<file path="src/rtl/dda_trace_plotter.sv">
// Scrolling oscilloscope plotter: each accepted (x1, x2) sample becomes two pixel writes in the
// current column; every DECIM samples the next column is erased and becomes the current one.
module dda_trace_plotter #(
    parameter int          H_RES    = 640,
    parameter int          V_RES    = 480,
    parameter int          Y_CENTER = 240,
    parameter int          Y_SHIFT  = 9,
    parameter int          DECIM    = 1,
    parameter logic [7:0]  COLOR1   = 8'hE0,
    parameter logic [7:0]  COLOR2   = 8'h1C,
    parameter logic [7:0]  BG_COLOR = 8'h00
) (
    input  logic               CLOCK_50,
    input  logic               reset,
    input  logic signed [17:0] x1,
    input  logic signed [17:0] x2,
    input  logic               sample_valid,
    output logic               sample_ready,
    output logic [9:0]         vga_xCoord,
    output logic [8:0]         vga_yCoord,
    output logic [7:0]         vga_color,
    output logic               w_en,
    input  logic               w_ack,
    output logic               frame_done
);

    localparam int DW = (DECIM > 1) ? $clog2(DECIM) : 1;
    localparam logic signed [19:0] YC   = 20'(Y_CENTER);
    localparam logic signed [19:0] YMAX = 20'(V_RES - 1);

    // states: IDLE wait for sample | WR1 x1 pixel | WR2 x2 pixel | ERASE clear next column
    typedef enum logic [1:0] {IDLE, WR1, WR2, ERASE} state_t;

    state_t      state, state_nx;
    logic [8:0]  y1_q, y2_q;
    logic [9:0]  col, next_col;
    logic [DW-1:0] dec_cnt;
    logic [8:0]  row_cnt;
    logic        last_dec, last_row;

    function automatic logic [8:0] row_of(input logic signed [17:0] x);
        logic signed [19:0] xe, y;
        xe = {{2{x[17]}}, x};
        y  = YC - (xe >>> Y_SHIFT);
        if (y < 0)
            return 9'd0;
        else if (y > YMAX)
            return 9'(V_RES - 1);
        else
            return 9'(y);
    endfunction

    assign next_col = (col == 10'(H_RES - 1)) ? 10'd0 : col + 10'd1;
    assign last_dec = (dec_cnt == DW'(DECIM - 1));
    assign last_row = (row_cnt == 9'(V_RES - 1));

    always_ff @(posedge CLOCK_50 or negedge reset) begin
        if (!reset)
            state <= IDLE;
        else
            state <= state_nx;
    end

    always_comb begin
        state_nx     = state;
        sample_ready = 1'b0;
        w_en         = 1'b0;
        vga_xCoord   = '0;
        vga_yCoord   = '0;
        vga_color    = '0;
        case (state)
            IDLE: begin
                sample_ready = 1'b1;
                if (sample_valid)
                    state_nx = WR1;
            end
            WR1: begin
                w_en       = 1'b1;
                vga_xCoord = col;
                vga_yCoord = y1_q;
                vga_color  = COLOR1;
                if (w_ack)
                    state_nx = WR2;
            end
            WR2: begin
                w_en       = 1'b1;
                vga_xCoord = col;
                vga_yCoord = y2_q;
                vga_color  = COLOR2;
                if (w_ack)
                    state_nx = last_dec ? ERASE : IDLE;
            end
            ERASE: begin
                w_en       = 1'b1;
                vga_xCoord = next_col;
                vga_yCoord = row_cnt;
                vga_color  = BG_COLOR;
                if (w_ack && last_row)
                    state_nx = IDLE;
            end
            default: state_nx = IDLE;
        endcase
    end

    // Rows are mapped at accept time so the write states only mux stored values.
    always_ff @(posedge CLOCK_50 or negedge reset) begin
        if (!reset) begin
            y1_q       <= '0;
            y2_q       <= '0;
            col        <= '0;
            dec_cnt    <= '0;
            row_cnt    <= '0;
            frame_done <= 1'b0;
        end else begin
            frame_done <= 1'b0;
            case (state)
                IDLE: begin
                    if (sample_valid) begin
                        y1_q <= row_of(x1);
                        y2_q <= row_of(x2);
                    end
                end
                WR2: begin
                    if (w_ack) begin
                        if (last_dec) begin
                            dec_cnt <= '0;
                            row_cnt <= '0;
                        end else begin
                            dec_cnt <= dec_cnt + 1'b1;
                        end
                    end
                end
                ERASE: begin
                    if (w_ack) begin
                        row_cnt <= row_cnt + 1'b1;
                        if (last_row) begin
                            col        <= next_col;
                            frame_done <= (next_col == 10'd0);
                        end
                    end
                end
                default: ;
            endcase
        end
    end

endmodule
</file>
<file path="config.mk">
export PLATFORM = sky130hd
export DESIGN_NAME = dda_trace_plotter
export DESIGN_NICKNAME = d
export VERILOG_FILES = /design/src/rtl/dda_trace_plotter.sv
export SDC_FILE = /design/constraint.sdc
export NUM_CORES = 1
export LEC_CHECK = 0
export CAP_MARGIN = 20
export CORE_MARGIN = 2
export CORE_UTILIZATION = 54
export DETAILED_ROUTE_END_ITERATION = 10
export PLACE_DENSITY = 0.87
export SLEW_MARGIN = 5
export SYNTH_ARGS = -nofsm -noshare
export SYNTH_HDL_FRONTEND = slang
export SYNTH_SLANG_ARGS = --single-unit
</file>
<file path="constraint.sdc">
create_clock -name CLOCK_50 -period 3.4 [get_ports CLOCK_50]
set_input_delay 0.51 -clock CLOCK_50 [delete_from_list [all_inputs] [get_ports CLOCK_50]]
set_output_delay 0.51 -clock CLOCK_50 [all_outputs]
set_load 0.02 [all_outputs]
</file>
# Word-level counts from Yosys, hierarchy flattened
# Cells that the tools add are included.
[totals] ff_bits=41 latch_bits=0 ramBits=0 romBits=0 output_inout_bits=30 word_cells=62 mem_count=0
[classes] n_addsub=5 multipliers=0 div_mod_pow=0 n_lt_le_gt_ge=4 n_eq_ne=11 n_shift=0 n_mux=24 n_bitwise=0 reduce_logical=11
[ops] cell="two-way mux 9 bit" count=7
[ops] cell="one-hot mux 9 bit (3 select lines)" count=1
[ops] cell="greater-than comparator 10 bit (second input constant)" count=2
[ops] cell="< comparator 10 x 1 -> 1 bit (second input constant)" count=2
[ops] cell="one-hot mux 10 bit (2 select lines)" count=1
[ops] cell="subtractor 9 x 9 -> 10 bit (first input constant)" count=2
[ops] cell="one-hot mux 9 bit (2 select lines)" count=1
[ops] cell="one-hot mux 8 bit (2 select lines)" count=1
[ops] cell="!= test 2 bit (second input constant)" count=6
[ops] cell="adder 10 x 1 -> 10 bit (second input constant)" count=1
[ops] cell="equality test 10 bit (second input constant)" count=1
[ops] cell="logical NOT 10 bit" count=1
[ops] cell="two-way mux 10 bit" count=1
[ops] cell="two-way mux 2 bit" count=5
[ops] cell="adder 9 x 1 -> 9 bit (second input constant)" count=1
[ops] cell="equality test 9 bit (second input constant)" count=1
[ops] cell="one-hot mux 2 bit (4 select lines)" count=1
[ops] cell="AND reduction 4 bit" count=2
[ops] cell="two-way mux 1 bit" count=6
[ops] cell="equality test 2 bit (second input constant)" count=2
[ops] cell="AND reduction 2 bit" count=2
[ops] cell="AND reduction 3 bit" count=1
[ops] cell="OR reduction 3 bit" count=1
[ops] cell="equality test 2 x 1 -> 1 bit (second input constant)" count=1
[ops] cell="5 further kinds" count=5

# Longest topological paths before layout
# Gate-level depths: netlist (run 1).
[depth] word_depth=6 ltp_mapped=7 ltp_nobuf=7

# Worst setup path before layout (run 1)
# Ideal clock, no wire load.
[synth_path] path_kind="reg-to-output" startpoint="reg col[0]" endpoint="out vga_xCoord[9]" arrival_time_ps=1714 t_required_ps=2890 slack_ps=1176 stages_incl_launch_ff=7 path_cell_list="dfrtp_1 ha_1 nand3_1 or3_1 a21oi_1 nor3_1 a32o_1"
[synth_between] elab_chain_cells=3
[synth_rtl] item="start: declaration" line="36" text="logic [9:0] col, next_col;"
[synth_rtl] item="start signal: assignment" line="137" text="col <= next_col;"
[synth_rtl] item="adder 10 x 1 -> 10 bit or equality test 10 bit (tied branches)" line="53" text="assign next_col = (col == 10'(H_RES - 1)) ? 10'd0 : col + 10'd1;"
[synth_rtl] item="two-way mux 10 bit *" line="53"
[synth_rtl] item="one-hot mux 10 bit (2 select lines) *" line="71" text="case (state)"
[synth_rtl] item="end: declaration" line="19" text="output logic [9:0] vga_xCoord,"
# Every way passes the cells marked *; elsewhere a longest branch is shown, timed or not.

# Worst setup path after layout (run 1)
# Ends and elaborated chain as after synthesis.

==> results.md, run 1 <==
- The run finished with clean final reports.
- The signed area change from the synthesized netlist to the final layout is 20.9%.
- In this run the worst setup path terminates at vga_xCoord[9].
- The post-synthesis average cell area is 8.42 um^2.
- The placeable core area is 5040 um^2.
- The non-filler instance count after layout is ~440.
- The worst setup path is captured at a primary output.
- For this run, the number of Yosys warnings is 0.
- The met3 usage in global routing is 3.70%.
- For the worst flop-to-flop path, the logic depth is 7.
- Counting tap cells, the placed design contains a total of 431 instances.
- The class of the most critical setup path is flop to primary output.
- The power per unit of standard cell area is 665 nW/um^2.
- After synthesis, the netlist uses between 50 and 60 different library cells.
- Along the worst path, the maximum fanout reaches 8.
- On the worst path, the slowest cell contributes a delay of ~0.53 ns.
- STA puts the critical path data arrival time at 2.70 ns.
- The area of the die is 5740 um^2.
- The net count reported at finish is 418.
- The worst path uses 94.6% of the clock period.
- The TritonCTS clock tree is built.
- In this run the critical register-to-register path is launched from state[0].
- The remaining global-route overflow is 0.
- Measured on the finished design, the core utilization comes to 66.7%.
- The slowest stage of the critical path belongs to the cell sky130_fd_sc_hd__clkdlybuf4s50_1.
- The time the final worst path needs with I/O delays and setup is between 3 and 4 ns.
- Summing over every cut layer, the via total after detailed routing is 2660.
- The sum of negative setup slack is 0 ns.
- The worst endpoint required time is 2.89 ns.
- The number of synthesized flops with an enable pin is 0.
- The sequential fraction of the synthesis area is 36.0%.
- The via count of the first global-routing pass came to between 2000 and 2500.
- In the routed design, unresolved DRC markers number 0.
- The number of filler cells placed in the layout is 414.
- Among all flip-flop cells after synthesis, the most frequent one is sky130_fd_sc_hd__dfrtp_1.
- After global routing, the most crowded layer is met2.
- The number of H-tree levels is 2.
- The highest clock rate is ~0.31 GHz.
- The start point of the critical path is col[0].
- Setup violations remaining at the end of the flow were counted as 0.
- In this run the remaining antenna-violating nets after routing total 0.
- The HPWL after detailed placement is 4910 um.
- The post-synthesis cell area is 2780 um^2.
- The fraction of synthesis flops using an asynchronous set or reset pin is between 90% and 100%.
- The die boundary width is 75.8 um.
- Clock-pin slew was measured on the worst setup and hold paths at approximately 0.07 ns.
- Hold timing on the final database bottoms out at a slack of between 0.3 and 0.4 ns.
- The largest clock skew in the final design is 0.00602 ns.
- The count of inserted antenna diode cells is 0.
- The number of failing hold endpoints at the final stage is 0.
- At the pin with the least slew margin, the transition time is roughly 0.90 ns.
- Entering global routing, the biggest net connects 41 pins.
- The area after detailed placement is 3270 um^2.
- The number of I/O pins is 70.
- Synthesis inferred 40 register bits.
- The count of final max-slew check failures is 0.
- The count of buffers added on input and output ports is 49.
- The analysis attributes to cell leakage a power of 1.40 nW.
- The standard-cell row count is 26.
- The critical path goes through ha_1 -> nand3_1 -> or3_1 -> a21oi_1 -> nor3_1 -> a32o_1 -> clkdlybuf4s50_1.
- The first-pass GRT wire length is 11000 um.
- Hold repair after CTS inserted 0 buffers.
- The min-delay analysis places its worst path in the category input pin to asynchronous set/reset pin.
- The endpoint identified for the worst register-to-register timing path is y1_q[3].
- The met2 track demand over resource in global routing is 42.0%.
- The number of clock sinks seen by CTS is 40.
- The first-pass detailed-route iteration total is 5.
- VDD sags by at most 0.541 mV.
- Clock tree synthesis inserted a total of 5 buffers.
- The detailed router finished its first iteration with 268 violations.
- For met1 alone, demand over resource in global routing was 31.7%.
- The initial antenna violation count was 0.
- STA classifies the critical path startpoint as a flop.
- The post-CTS setup-driven buffer insertion count is 0.
- Headroom to the max-slew limit came out at 40.2%.
- The floorplan step set the die height to 75.8 um.
- The share of post-route cells with drive strength above 1 is 7.05%.
- The global-route total usage across every layer is 24.9%.
- The aggregate routed wire length is 6760 um.
- After technology mapping, the gate count stands at between 300 and 400.
- The average wire length per cell after detail routing is 15.4 um.
- The global placer's final weighted congestion is between 0.8 and 0.9.
- After detailed routing, the number of vias per cell comes to roughly 6.1.
- The register-to-register path setup slack is 0.73 ns.
- Setup repair after global routing left no endpoint under its margin.
- The latest clock arrival within the worst-skew pair is 0.29 ns.
- After routing the design area is 3360 um^2.
- Max-cap violations in this run came to 0.
- For this configuration, the core starts out at a cell density of 55.1%.
- Counting along the longest clock path gives a buffer depth of 2.
- The root buffer cell is sky130_fd_sc_hd__clkbuf_8.
- The number of gates given a new drive strength after cts is 0.
synth_stat cells, types with 6 or more instances:
cell type	instances	share of area, %
sky130_fd_sc_hd__a21oi_1	17	3.1
sky130_fd_sc_hd__a222oi_1	9	3.2
sky130_fd_sc_hd__a31oi_1	7	1.6
sky130_fd_sc_hd__and3_1	6	1.4
sky130_fd_sc_hd__buf_4	7	1.9
sky130_fd_sc_hd__clkbuf_1	12	1.6
sky130_fd_sc_hd__dfrtp_1	40	36
sky130_fd_sc_hd__ha_1	10	4.5
sky130_fd_sc_hd__inv_1	10	1.4
sky130_fd_sc_hd__nand2_1	41	5.5
sky130_fd_sc_hd__nand3_1	10	1.8
sky130_fd_sc_hd__nor2_1	41	5.5
sky130_fd_sc_hd__nor3_1	7	1.3
sky130_fd_sc_hd__o21ai_0	21	3.8
sky130_fd_sc_hd__xnor2_1	13	4.1
how the worst min path moves through the flow:
| stage | startpoint | endpoint | slack [ns] | depth (start not counted) |
|---|---|---|---|---|
| floorplan | reset | col[0] | 0.21 | 0 |
| CTS | reset | col[3] | 0.37 | 1 |
| finish | reset | row_cnt[2] | 0.34 | 1 |
| global placement | y1_q[8] | y1_q[8] | 0.47 | 2 |
| detailed placement | y1_q[8] | y1_q[8] | 0.49 | 2 |
| global route | reset | col[1] | 0.42 | 1 |
kinds of logic (layout without fill, tap and decap cells):
group / Yosys count / after routing / synth area share (%)
AOI/OAI and AO/OA: 85 / 85 / 21.7
xor gates and xnor gates: 16 / 16 / 5.04
adders and majority gates: 10 / 10 / 4.50
buffers and inverters: 33 / 71 / 5.54
DFF: 40 / 40 / 36.0
muxes: 6 / 6 / 2.30
other: 1 / 2 / 0.135
and+or+nand+nor: 139 / 139 / 24.8
state kept, by name, indices dropped and copies added, names as in the netlist:
| register | count |
|---|---|
| state | 2 |
| y2_q | 9 |
| frame_done | 1 |
| row_cnt | 9 |
| y1_q | 9 |
| col | 10 |
per-layer routing:
metal  part of all wire, %  wire length, um
met1                    41             2790
met2                    51             3420
met3                   6.8              457
met4                   1.5               98
met5                     0                0
power breakdown:
part | leakage (nW) | total (W) | internal (W) | switching [W]
Clock | 0.0455 | 0.000326 | 0.000166 | 0.000161
Sequential | 0.517 | 0.000735 | 0.000613 | 0.000122
Combinational | 0.839 | 0.00117 | 0.000503 | 0.000669
Total | 1.40 | 0.00223 | 0.00128 | 0.000952
critical path: cells and delay by family, from the launching register on:
family | cells | cell delay (ns)
buf+inv | 1 | 0.53
compound gates | 2 | 0.34
simple gates | 3 | 0.73
fa+ha+maj | 1 | 0.33
flops | 1 | 0.48
cells in the final DEF (no fill, tap or decap), drive strengths merged, types with 5 or more instances in the layout:
master	n
a31oi	7
clkbuf	8
nor3	7
clkdlybuf4s50	48
a21oi	19
nand2	42
nand3	10
buf	5
ha	10
dfrtp	40
o21ai	23
a222oi	9
inv	10
and3	6
xnor2	13
nor2	41
metrics by stage:
stage,setup slack (ns),total power (W)
after global placement,0.557,0.00188
final,0.185,0.00223
after detailed placement,0.521,0.00191
after floorplan,1.18,0.00147
after CTS,0.184,0.00224
after global routing,0.0231,0.00238
cell type report:
cell class / instances / area, um^2 / area share, %
clock buffers: 8 / 90.1 / 2.68
inverters: 10 / 37.5 / 1.12
multi-input cells: 258 / 1630 / 48.5
flip-flops and latches: 40 / 1000 / 29.8
well taps: 70 / 87.6 / 2.61
repair buffers: 53 / 515 / 15.3
(Power assumes the default switching activity.)
==> run 2, diff against run 1 <==
Settings changed: CAP_MARGIN 20 to unset.
==> results of run 2 <==
Final layout, timing and power as in run 1 (identical DEF).
==> run 3, diff against run 2 <==
--- a/constraint.sdc
+++ b/constraint.sdc
@@ -3,2 +3,2 @@
 set_output_delay 0.51 -clock CLOCK_50 [all_outputs]
-set_load 0.02 [all_outputs]
+set_load 0.01 [all_outputs]
==> run 3 against run 2 <==
Core utilization rose by 0.57 points. Largest cell class unchanged. Worst hold slack got worse by 0.015 ns. Via count increased by 0.45%. Maximum frequency is 0.56% higher. Global-route usage increased by 1.5 points.
==> results.md, run 3 (synthesis gave the netlist of run 1 again) <==
- The number of clock sinks seen by CTS is 40 (unchanged).
- The area of the die was 5740 um^2 (unchanged).
- The net count reported at finish is 417 (-0.24%).
- The highest net fanout along the worst path was 8 (unchanged).
- The first-pass GRT wire length came to 11400 um (+3.5%).
- The remaining global-route overflow is 0 (unchanged).
- The die height is 75.8 um (unchanged).
- The count of buffer and inverter cells on the critical path is 1 (unchanged).
- The count of inserted antenna diode cells is 0 (unchanged).
- The area after detailed placement came to 3260 um^2 (-0.23%).
- The global placer's final weighted congestion is 0.861 (+0.89%).
- The number of I/O pins is 70 (unchanged).
- The remaining antenna violation count after routing is 0 (unchanged).
- The worst endpoint required time was 2.89 ns (about the same).
- The port buffer count is 49 (unchanged).
- The global-route total usage across every layer is 26.3% (+1.5 points).
- Setup repair after global routing left no endpoint under its margin.
- The standard cell with the maximum stage delay on the critical path is sky130_fd_sc_hd__dfrtp_1.
- The number of violations of the max-capacitance limit is 0 (unchanged).
- The clock edge transition at the registers on the reported setup and hold paths is 0.08 ns (about the same).
- The post-CTS setup-driven buffer insertion count is 0 (unchanged).
- The number of CTS-inserted buffers is 5 (unchanged).
- The via count of the first global-routing pass came to 2444 (+0.041%).
- The count of unresolved DRC violations after routing came to 0 (unchanged).
- The worst slew slack as a fraction of its limit is 40.9% (+0.72 points).
- The total via count after detailed routing is 2672 (+0.45%).
- The time the final worst path needs with I/O delays and setup is 3.20 ns (-0.0178 ns).
- Walking the worst path, the cells encountered are ha_1 -> nand3_1 -> or3_1 -> a21oi_1 -> nor3_1 -> a32o_1 -> clkdlybuf4s50_1.
- The buffer depth of the longest clock path is 2 (unchanged).
- The latest clock arrival within the worst-skew pair was 0.30 ns (about the same).
- The most flop-heavy register is col.
- The worst supply voltage drop on vdd was 0.412 mV (-24%).
- The biggest cell delay along the critical path was 0.48 ns (-0.05 ns).
- The flow ran to the end, and the final reports show no timing, DRC or antenna violations.
- The worst setup path is launched from a flop.
- The standard-cell row count is 26 (unchanged).
- The post-route cell area was 3390 um^2 (+0.86%).
- The sum of net half-perimeters after detailed placement is 5050 um (+2.8%).
- The class of the most critical setup path is flop to primary output.
- Leaving out fill and tap cells, the most frequent cells in the layout are sky130_fd_sc_hd__clkdlybuf4s50_1, sky130_fd_sc_hd__nor2_1, sky130_fd_sc_hd__nand2_1, sky130_fd_sc_hd__dfrtp_1, sky130_fd_sc_hd__o21ai_0.
- The initial antenna violation count is 0 (unchanged).
- The nature of the critical path endpoint is a primary output.
- The root buffer cell is sky130_fd_sc_hd__clkbuf_8.
- The maximum number of pins on one net before global-route repair is 41 (unchanged).
- The instance count on the critical path is 7 (unchanged).
- The signal arrival time at the worst endpoint is 2.69 ns (about the same).
- The number of gates given a new drive strength after cts came to 0 (unchanged).
- The initial cell density of the core is 55.1% (unchanged).
- The average wire length per cell after detail routing is 16.4 um (+6.6%).
- The aggregate routed wire length is 7180 um (+6.3%).
- The first-iteration detailed-routing DRC count is 218 (-19%).
- The placeable core area came to 5040 um^2 (unchanged).
- The final period utilization is 94.0% (-0.52 points).
- TritonCTS built the clock tree.
- The final setup violation count was 0 (unchanged).
- The share of post-route cells with drive strength above 1 is 7.34% (+0.29 points).
- The die boundary width is 75.8 um (unchanged).
- Among cell families on the critical path, the largest total delay comes from simple AND/OR/NAND/NOR gates.
- The number of H-tree levels is 2 (unchanged).
- The count of final max-slew check failures is 0 (unchanged).
- The standby leakage power came to 1.42 nW (+1.0%).
- The worst setup margin came to 0.203 ns (+0.0178 ns).
- The transition at the pin with the smallest max-transition slack is 0.887 ns (-0.0108 ns).
- The signed area change from the synthesized netlist to the final layout is 21.9%.
- The number of flip-flops under the largest register name is 10 (unchanged).
- The sum of negative setup slack was 0 ns (unchanged).
- The largest clock skew in the final design is 0.00518 ns (-0.000845 ns).
- The post-cts hold buffer count is 0 (unchanged).
- The first-pass detailed-route iteration total is 5 (unchanged).
- The vias per cell is 6.10 (+0.68%).
- The power per unit of standard cell area is 667 nW/um^2 (+0.32%).
- The number of failing hold endpoints at the final stage is 0 (unchanged).
- The min-delay analysis places its worst path in the category input pin to asynchronous set/reset pin.
- The worst slack after detailed placement is 0.570 ns (+0.0491 ns).
- The length in cells of the worst reg-to-reg path came to 7 (unchanged).
- Leaving out fill and tap cells, the most frequent cell in the layout is sky130_fd_sc_hd__clkdlybuf4s50_1.
- The highest clock rate is 0.313 GHz (+0.56%).
-- run 3: cell types whose count changed in the layout (fill, tap and decap cells not counted), sizes merged --
cell,delta
bufinv,+1
clkbuf,-1
buf,-1
-- run 3: layer usage --
| metal | share of wire, % | track usage, % | vias up |
|---|---|---|---|
| met1 | 40 | 31.8 | 1248 |
| li1 | - | - | 1272 |
| met4 | 3.3 | 12.1 | 0 |
| met5 | 0 | 0 | - |
| met2 | 51 | 45.1 | 130 |
| met3 | 6.2 | 5.29 | 22 |
-- run 3: per-stage QoR --
| step | hold slack (ns) | util [%] | cells | total power [W] |
|---|---|---|---|---|
| after global placement | 0.468 | 64.7 | 430 | 0.00177 |
| after floorplan | 0.214 | - | 331 | 0.00137 |
| after global routing | 0.405 | 67.2 | 438 | 0.00239 |
| after CTS | 0.355 | 67.2 | 438 | 0.00226 |
| final | 0.327 | 67.2 | 438 | 0.00226 |
| after detailed placement | 0.477 | 64.7 | 430 | 0.00181 |
-- run 3: power by group --
part / leakage [nW] / internal [W] / switching [W]
Clock: 0.0645 / 0.000259 / 0.000175
Sequential: 0.517 / 0.000613 / 0.000128
Combinational: 0.834 / 0.000494 / 0.000592
Total: 1.42 / 0.00137 / 0.000894
-- run 3: path summary, 6_finish.rpt --
kind                          start       endpoint  slack, ns
max in group asynchronous     reset        y2_q[7]       2.51
max reg2reg                state[1]        y1_q[3]       0.93
max                          col[0]  vga_xCoord[9]       0.20
min                           reset     row_cnt[2]       0.33
min in group CLOCK_50       y1_q[7]        y1_q[7]       0.50
min reg2reg                 y1_q[7]        y1_q[7]       0.50
-- run 3: layout make-up --
type | count | area, um^2
Inverter | 10 | 37.5
Clock buffer | 7 | 96.3
Fill cell | 426 | 1650
Sequential cell | 40 | 1000
Clock inverter | 1 | 30.0
Multi-Input combinational cell | 258 | 1630
Timing Repair Buffer | 52 | 508
Tap cell | 70 | 87.6
